--- src/rtl/nrzi_stuff_encoder_pkg.sv ---
// Shared transmit-path definitions for the USB serial TX stage.
//   tx_state_e        : encoder FSM states
//   STUFF_RUN_DEFAULT : run of 1s that forces a stuffed 0
//   LVL_J / LVL_K     : line levels carried on the NRZI bit
package usb_tx_pkg;

    typedef enum logic [1:0] {
        IDLE,
        SEND,
        STUFF,
        WAIT_DONE
    } tx_state_e;

    localparam int   STUFF_RUN_DEFAULT = 6;
    localparam logic LVL_J             = 1'b1;
    localparam logic LVL_K             = 1'b0;

endpackage

--- src/rtl/nrzi_stuff_encoder_if.sv ---
// Packetizer/line-driver side bundle of the NRZI bit-stuffing encoder.
//   in_bit, in_valid, in_ready : raw bit handshake from the packetizer
//   tx_done                    : EOP-complete pulse from the line driver
//   out_bit, out_sending       : NRZI line bit and data-valid to the driver
// master = environment (packetizer + driver), slave = encoder.
interface nrzi_stuff_encoder_if;

    logic in_bit;
    logic in_valid;
    logic in_ready;
    logic tx_done;
    logic out_bit;
    logic out_sending;

    modport master (
        output in_bit,
        output in_valid,
        input  in_ready,
        output tx_done,
        input  out_bit,
        input  out_sending
    );

    modport slave (
        input  in_bit,
        input  in_valid,
        output in_ready,
        input  tx_done,
        output out_bit,
        output out_sending
    );

endinterface

--- src/rtl/nrzi_stuff_encoder_ones.sv ---
// Saturating count of consecutive 1s for bit stuffing.
//   clock, reset_n : clock and synchronous active-low reset
//   inc_i          : a 1 is being emitted
//   clr_i          : a 0 (data or stuffed) restarts the run; applied
//                    before inc_i so both together load a count of 1
//   cnt_o          : current run length, never above STUFF_RUN
//   hit_o          : run length equals STUFF_RUN
module ones_run_counter
    import usb_tx_pkg::*;
#(
    parameter  int STUFF_RUN = STUFF_RUN_DEFAULT,
    localparam int CW        = $clog2(STUFF_RUN + 1)
) (
    input  logic          clock,
    input  logic          reset_n,
    input  logic          inc_i,
    input  logic          clr_i,
    output logic [CW-1:0] cnt_o,
    output logic          hit_o
);

    localparam logic [CW-1:0] RUN = CW'(STUFF_RUN);

    logic [CW-1:0] cnt_q;
    logic [CW-1:0] cnt_d;
    logic [CW-1:0] base;

    always_comb begin
        base  = clr_i ? '0 : cnt_q;
        cnt_d = base;
        if (inc_i && (base != RUN)) begin
            cnt_d = base + 1'b1;
        end
    end

    always_ff @(posedge clock) begin
        if (!reset_n) begin
            cnt_q <= '0;
        end else begin
            cnt_q <= cnt_d;
        end
    end

    assign cnt_o = cnt_q;
    assign hit_o = (cnt_q == RUN);

endmodule

--- src/rtl/nrzi_stuff_encoder.sv ---
// Bit-stuffing NRZI encoder feeding the DP/DM line driver.
//   clock, reset_n : clock and synchronous active-low reset
//   bus (slave)    : in_bit/in_valid/in_ready from the packetizer,
//                    tx_done from the driver, out_bit/out_sending to it
// A 0 is stuffed after every STUFF_RUN consecutive 1s; the stuffed
// cycle holds in_ready low. The line level starts each packet from K so
// it continues the SYNC pattern already sent by the driver.
module nrzi_stuff_encoder
    import usb_tx_pkg::*;
#(
    parameter int STUFF_RUN = STUFF_RUN_DEFAULT
) (
    input  logic                 clock,
    input  logic                 reset_n,
    nrzi_stuff_encoder_if.slave  bus
);

    localparam int            CW     = $clog2(STUFF_RUN + 1);
    localparam logic [CW-1:0] RUN_M1 = CW'(STUFF_RUN - 1);

    tx_state_e     state_q, state_d;
    logic          lvl_q, lvl_d;
    logic          sending_q, sending_d;
    logic          in_ready;
    logic          consume;
    logic          run_done;
    logic [CW-1:0] run_base;
    logic          ones_inc;
    logic          ones_clr;
    logic [CW-1:0] ones_cnt;
    logic          ones_hit;

    assign consume  = bus.in_valid & in_ready;
    // A new packet starts its run from zero regardless of what the last
    // packet left in the counter.
    assign run_base = (state_q == IDLE) ? '0 : ones_cnt;
    assign run_done = bus.in_bit && (run_base == RUN_M1);

    assign ones_inc = consume & bus.in_bit;
    // hit only occurs while in STUFF, so it doubles as the stuffed-0 clear.
    assign ones_clr = (state_q == IDLE) | (consume & ~bus.in_bit) | ones_hit;

    ones_run_counter #(
        .STUFF_RUN (STUFF_RUN)
    ) u_ones (
        .clock   (clock),
        .reset_n (reset_n),
        .inc_i   (ones_inc),
        .clr_i   (ones_clr),
        .cnt_o   (ones_cnt),
        .hit_o   (ones_hit)
    );

    always_ff @(posedge clock) begin
        if (!reset_n) begin
            state_q   <= IDLE;
            lvl_q     <= LVL_K;
            sending_q <= 1'b0;
        end else begin
            state_q   <= state_d;
            lvl_q     <= lvl_d;
            sending_q <= sending_d;
        end
    end

    always_comb begin
        state_d = state_q;
        case (state_q)
            IDLE: begin
                if (bus.in_valid) state_d = run_done ? STUFF : SEND;
            end
            SEND: begin
                if (bus.in_valid) state_d = run_done ? STUFF : SEND;
                else              state_d = WAIT_DONE;
            end
            STUFF: begin
                state_d = SEND;
            end
            WAIT_DONE: begin
                if (bus.tx_done) state_d = IDLE;
            end
            default: state_d = IDLE;
        endcase
    end

    always_comb begin
        in_ready  = (state_q == IDLE) || (state_q == SEND);
        lvl_d     = lvl_q;
        sending_d = sending_q;
        case (state_q)
            IDLE: begin
                if (bus.in_valid) begin
                    // First bit is encoded against a forced K level.
                    lvl_d     = bus.in_bit ? LVL_K : ~LVL_K;
                    sending_d = 1'b1;
                end
            end
            SEND: begin
                if (bus.in_valid) begin
                    if (!bus.in_bit) lvl_d = ~lvl_q;
                end else begin
                    sending_d = 1'b0;
                end
            end
            STUFF: begin
                lvl_d = ~lvl_q;
            end
            default: ;
        endcase
    end

    assign bus.in_ready    = in_ready;
    assign bus.out_bit     = lvl_q;
    assign bus.out_sending = sending_q;

endmodule

--- src/flat_wrapper.sv ---
// flat-port wrapper written by rule: the top's interface ports become plain ports
module nrzi_stuff_encoder_flat import usb_tx_pkg::*;
#(
    parameter int STUFF_RUN = STUFF_RUN_DEFAULT
)
  (clock, reset_n, bus_in_bit, bus_in_valid, bus_in_ready, bus_tx_done, bus_out_bit, bus_out_sending);
  nrzi_stuff_encoder_if bus_i ();
  input  logic clock;
  input  logic reset_n;
  input wire logic [$bits(bus_i.in_bit)-1:0] bus_in_bit;
  input wire logic [$bits(bus_i.in_valid)-1:0] bus_in_valid;
  output wire logic [$bits(bus_i.in_ready)-1:0] bus_in_ready;
  input wire logic [$bits(bus_i.tx_done)-1:0] bus_tx_done;
  output wire logic [$bits(bus_i.out_bit)-1:0] bus_out_bit;
  output wire logic [$bits(bus_i.out_sending)-1:0] bus_out_sending;
  assign bus_i.in_bit = bus_in_bit;
  assign bus_i.in_valid = bus_in_valid;
  assign bus_in_ready = bus_i.in_ready;
  assign bus_i.tx_done = bus_tx_done;
  assign bus_out_bit = bus_i.out_bit;
  assign bus_out_sending = bus_i.out_sending;
  nrzi_stuff_encoder #(.STUFF_RUN(STUFF_RUN)) u_core (.clock(clock), .reset_n(reset_n), .bus(bus_i));
endmodule
--- config.mk ---
export PLATFORM = sky130hd
export DESIGN_NAME = nrzi_stuff_encoder_flat
export DESIGN_NICKNAME = d
export VERILOG_FILES = /design/src/rtl/nrzi_stuff_encoder_pkg.sv /design/src/rtl/nrzi_stuff_encoder_if.sv /design/src/rtl/nrzi_stuff_encoder_ones.sv /design/src/rtl/nrzi_stuff_encoder.sv /design/src/flat_wrapper.sv
export SDC_FILE = /design/constraint.sdc
export NUM_CORES = 1
export LEC_CHECK = 0
export ABC_AREA = 1
export CAP_MARGIN = 20
export CELL_PAD_IN_SITES_DETAIL_PLACEMENT = 2
export CELL_PAD_IN_SITES_GLOBAL_PLACEMENT = 2
export CORE_ASPECT_RATIO = 0.8
export CORE_MARGIN = 1
export CORE_UTILIZATION = 27
export DETAILED_ROUTE_END_ITERATION = 10
export PLACE_DENSITY_LB_ADDON = 0.25
export SETUP_SLACK_MARGIN = 0.05
export SLEW_MARGIN = 20
export SYNTH_ARGS = -nofsm -noshare
export SYNTH_HDL_FRONTEND = slang
export SYNTH_SLANG_ARGS = --single-unit
--- constraint.sdc ---
create_clock -name clock -period 2.4 [get_ports clock]
set_input_delay 0.48 -clock clock [delete_from_list [all_inputs] [get_ports clock]]
set_output_delay 0.48 -clock clock [all_outputs]
set_load 0.1 [all_outputs]
# Yosys cells after proc, flatten, opt, wreduce, memory -nomap -nowiden
# Cells that the tools add are included.
# classes
n_addsub,1
eq_ne,11
muxes,16
bitwise_logic,7
n_reduce_logical,9
# ops
cell,n
inequality test 2 bit (second input constant),5
2-to-1 mux 3 bit,3
2-to-1 mux 2 bit,4
case mux 2 bit (4 select lines),1
== test 3 bit (second input constant),2
2-to-1 mux 1 bit,6
== test 2 bit (second input constant),2
AND reduction 4 bit,1
adder 3 x 1 -> 3 bit (second input constant),1
AND 1 bit,3
inequality test 3 bit (second input constant),1
case mux 1 bit (3 select lines),1
AND reduction 3 bit,1
nonzero test 3 bit,1
== test 2 x 1 -> 1 bit (second input constant),1
logical AND 1 bit,2
zero test 2 bit,1
NOT 1 bit,2
OR 1 bit,2
case mux 1 bit (2 select lines),1
AND reduction 2 bit,1
nonzero test 2 bit,1
logical OR 1 bit,1
# word_totals
reg_bits,7
input_bits,5
out_inout_bits,3
word_cells,48

# Longest topological paths before layout
# logic_depth
ltp_word,10
mapped_depth,13
depth_no_buf,13

# Modules after synthesis
# A second synthesis with hierarchy kept.
# unflattened
cells_unflattened,89
hier_area_um2,546.8
# by_module_without_submodules
mod,n_inst,cells_per_inst,area_each_um2,seq_area_each_um2
nrzi_stuff_encoder,1,60,351.6,80.1
ones_run_counter,1,29,195.2,60.1

# Worst setup path after synthesis
# Ideal clock, no wire load.
# synth_timing
path_kind,flip-flop to flip-flop
startpoint,reg u_core.state_q[0]
endpoint,reg u_core.u_ones.cnt_q[2] (netlist: u_core.u_ones.cnt_o[2])
setup_time_ns,0.110
arrival_ns,1.884
required_time_ns,2.290
setup_slack_ns,0.406
stages_incl_launch_ff,14
n_path_buf,0
synth_period_minus_slack_ns,1.994
cell_sequence,dfxtp_1 inv_1 ha_1 inv_2 nand2_4 nand3_2 nand2_1 nor2_1 ha_1 nand4_2 nand3_1 nand2_1 inv_1 nor2_2
# synth_between
elab_chain_len,10
elab_cells_between_ends,13
classes_between,add/sub: 1; eq/ne: 2; mux: 2; bitwise: 5; reduce/logical: 3
# synth_lines
item,line_no,rtl
"start, declared",nrzi_stuff_encoder.sv:21,"tx_state_e state_q, state_d;"
"start signal, assigned",nrzi_stuff_encoder.sv:60,state_q <= state_d;
== test 2 x 1 -> 1 bit or zero test 2 bit (tied branches),nrzi_stuff_encoder.sv:87,in_ready = (state_q == IDLE) || (state_q == SEND);
logical OR 1 bit *,nrzi_stuff_encoder.sv:87,
net bus_in_ready,flat_wrapper.sv:12,output wire logic [$bits(bus_i.in_ready)-1:0] bus_in_ready;
AND 1 bit *,nrzi_stuff_encoder.sv:33,assign consume = bus.in_valid & in_ready;
"parallel branches: the longest is 6 deep, another holds adder 3 x 1 -> 3 bit",--,
2-to-1 mux 3 bit *,nrzi_stuff_encoder_ones.sv:31,if (inc_i && (base != RUN)) begin
"end signal, assigned",nrzi_stuff_encoder_ones.sv:40,cnt_q <= cnt_d;
"end, declared",nrzi_stuff_encoder_ones.sv:24,logic [CW-1:0] cnt_q;
# Mark *: on every way through the listed nets, which the timed path passes.
# A chain may end at the register's enable or synchronous reset.

# Worst setup path in the final report
# layout_timing
startpoint,reg u_core.state_q[0]
endpoint,reg u_core.u_ones.cnt_q[2] (netlist: u_core.u_ones.cnt_o[2])
# layout_between
elab_chain_len,10
elab_cells_between_ends,13
classes_between,add/sub: 1; eq/ne: 2; mux: 2; bitwise: 5; reduce/logical: 3
# layout_lines
item,line_no
"parallel branches: the longest is 9 deep, another holds adder 3 x 1 -> 3 bit",--
2-to-1 mux 3 bit *,nrzi_stuff_encoder_ones.sv:31
# Every way passes the cells marked *.

==> out/results.txt <==
Status = complete, no violations
Hold path startpoint = u_core.bus.out_bit$_SDFFE_PN0P_
CP cell instances = inv_1 -> ha_1 -> inv_2 -> nand2_4 -> nand3_2 -> nand2_1 -> nor2_1 -> ha_1 -> nand4_2 -> nand3_1 -> nand2_1 -> inv_1 -> nor2_2
Dpl cell area = 651 µm²
Antenna viol nets, final = 0
Port bufs = 7
Switch share = 52.6%
Height of the chip = 41.9 µm
Clock sinks = 7
Starting Density = 28.7%
Fmax = 0.472 GHz
Req. time, crit path = 2.56 ns
Actual slew at the worst max-slew pin = 0.280 ns
Slowest stage cell, crit path = dfxtp_1
H-tree levels = 1
Hpwl dp = 1250 µm
Endpoints failing setup = 0
Filler Cell Count = 231
Largest net degree at the start of global routing = 7
CP Max Fanout = 5
Routability congestion estimate = 0.828
Clk pwr share = 15.6%
Worst Hold Class = register to register
Mean Syn Cell Area = 6.64 µm²
Drt pass-1 iters = 2
CP max stage delay = 0.41 ns
Detailed-route DRC error count = 0
Number of synthesis warnings = 0
Initial antenna violation count = 0
Post-Syn Area = 538 µm²
Area Growth Syn to Fin = 26.0%
CP Capture Type = register
Routed vias/inst = 4.55
Inst Count DP = 113
First-pass GRT wire length = 2720 µm
Initial drt markers = 4
Worst IR Drop VDD = 672 µV
Vias in the first global route = 583
Clk pin slew, worst setup/hold paths = 0.06 ns
Synth Net Count = 92
GRT overflow = 0
Post-CTS Setup Inserts = 0
Max_cap viols = 0
Logic pwr share = 61.5%
Fin Setup TNS = 0 ns
CP startpoint = u_core.state_q[0]$_SDFFE_PN0P_
Reg-to-reg startpoint = u_core.state_q[0]$_SDFFE_PN0P_
Slew HR = 81.5%
CTS Buf Count = 3
Post-route clock period utilization = 88.2%
Asr flop ratio synth = 0%
CTS tree = built
Post-synth EDFFs = 0
PwrDens = 1040 nW/µm²
Clock Skew = 0.00889 ns
Static leakage = 0.332 nW
WP depth = 13
Top_reg_cell synth = dfxtp_1
Clock root buffer = clkbuf_4
Ports = 8
Hold Fails Final Rpt = 0
Layout cells sized above 1 = 19.4%
Yosys cell types = 20
Vias = 532
Flop pwr share = 23.0%
Hold Buf Count CTS = 0
Sw power = 0.371 mW
RSZ-0062 raised after global routing = false
Resized Gates After CTS = 0
# rows = 14
Register area share after synthesis = 26.0%
CTS max path bufs = 2
Synthesized flop and latch total = 7
Chip width = 51.9 µm
Cells on worst reg2reg path = 13
Core area = 1870 µm²
CP top delay family = simple AND/OR/NAND/NOR gates
Startpoint types = register
Final-report max-slew violation count = 0
Final #Nets = 105
Drt total wl = 1540 µm
Post-layout min period = 2.12 ns
Syn Inst Count = 81
Critical Path AT = 2.27 ns
Worst path bufs/invs = 3
Final instance area = 678 µm²
Power Internal = 0.334 mW
Die Area = 2180 µm²
GRT Resource Usage Total = 17.4%
Final Non-Filler Cells = 117
Crit Path Class = register to register
WL per Instance = 13.1 µm
Min-Delay Path Depth = 2
Clk_lat worst skew = 0.26 ns
Antenna cells = 0
## power groups by stage
| stage | Sequential [mW] | Combinational (mW) | Clock [mW] |
|---|---|---|---|
| final | 0.162 | 0.433 | 0.110 |
| after global routing | 0.167 | 0.474 | 0.123 |
| after CTS | 0.163 | 0.442 | 0.115 |
| after detailed placement | 0.164 | 0.435 | 0 |
| after global placement | 0.163 | 0.426 | 0 |
| after floorplan | 0.232 | 0.248 | 0 |
## sequential cells by signal (all words and copies together) (netlist names)
name / flops
u_core.u_ones.cnt_o: 3
u_core.bus.out_bit: 1
u_core.state_q: 2
u_core.bus.out_sending: 1
## path summary, 6_finish.rpt
check,end,slack [ns]
setup / recovery,u_core.u_ones.cnt_o[2]$_SDFF_PN0_,0.28
hold / removal,u_core.bus.out_bit$_SDFFE_PN0P_,0.50
setup reg to reg,u_core.u_ones.cnt_o[2]$_SDFF_PN0_,0.28
hold reg to reg,u_core.bus.out_bit$_SDFFE_PN0P_,0.50
## synth_stat cells (4+ instances only)
| master | n | area share, % |
|---|---|---|
| a21oi_1 | 7 | 6.5 |
| ha_1 | 6 | 14 |
| inv_1 | 12 | 8.4 |
| dfxtp_1 | 7 | 26 |
| inv_2 | 4 | 2.8 |
| nor2_1 | 7 | 4.9 |
| nand3_1 | 4 | 3.7 |
| nand2_1 | 19 | 13 |
| o21ai_0 | 4 | 3.7 |
## kinds of logic (layout without fill, tap and decap cells)
family / Yosys count / in the layout / share of synthesized area, %
buffers and inverters: 16 / 28 / 11.2
AND/OR/NAND/NOR: 37 / 37 / 33.7
adder cells (fa/ha/maj): 6 / 6 / 14.0
flip-flops: 7 / 7 / 26.0
AO/OA/AOI/OAI: 15 / 15 / 15.1
## metrics by stage
step	power [mW]	setup slack [ns]	hold WS, ns	util [%]
after floorplan	0.480	0.406	0.480	-
after global placement	0.589	0.177	0.482	34.7
after detailed placement	0.599	0.115	0.485	34.7
after CTS	0.720	0.248	0.510	36.2
after global routing	0.764	0.0853	0.528	36.2
final	0.704	0.282	0.496	36.2
## metal layers
| metal | track usage, % | up-vias | wire, µm |
|---|---|---|---|
| li1 | - | 280 | - |
| met1 | 25.4 | 246 | 808 |
| met2 | 24.9 | 6 | 686 |
| met3 | 6.59 | 0 | 43 |
| met4 | 1.62 | 0 | 0 |
| met5 | 0 | - | 0 |
## area by class of cell
| type | instances | area (µm²) | area share, % |
|---|---|---|---|
| timing repair buffer | 8 | 82.6 | 12.2 |
| inverter | 16 | 60.1 | 8.86 |
| tap | 24 | 30.0 | 4.43 |
| sequential | 7 | 140 | 20.7 |
| clock buffer | 3 | 22.5 | 3.32 |
| clock inverter | 1 | 5.00 | 0.738 |
| multi-input combinational | 58 | 338 | 49.8 |
## worst reg2reg max path, delay by kind of cell (launching register included)
family | cells | cell delay [ns]
adder cells (fa/ha/maj) | 2 | 0.48
buffers and inverters | 3 | 0.29
flip-flops | 1 | 0.41
AND/OR/NAND/NOR | 8 | 0.85
## cell usage in the layout, fill, tap and decap left out, types with 3 or more instances in the layout
master,count
clkbuf_4,3
dfxtp_1,7
ha_1,6
nand3_1,4
a21oi_1,7
inv_2,4
nand2_1,19
nor2_1,7
o21ai_0,4
inv_1,12
buf_4,3
clkdlybuf4s50_1,4
Note: power is estimated with default switching activity, not from simulation.
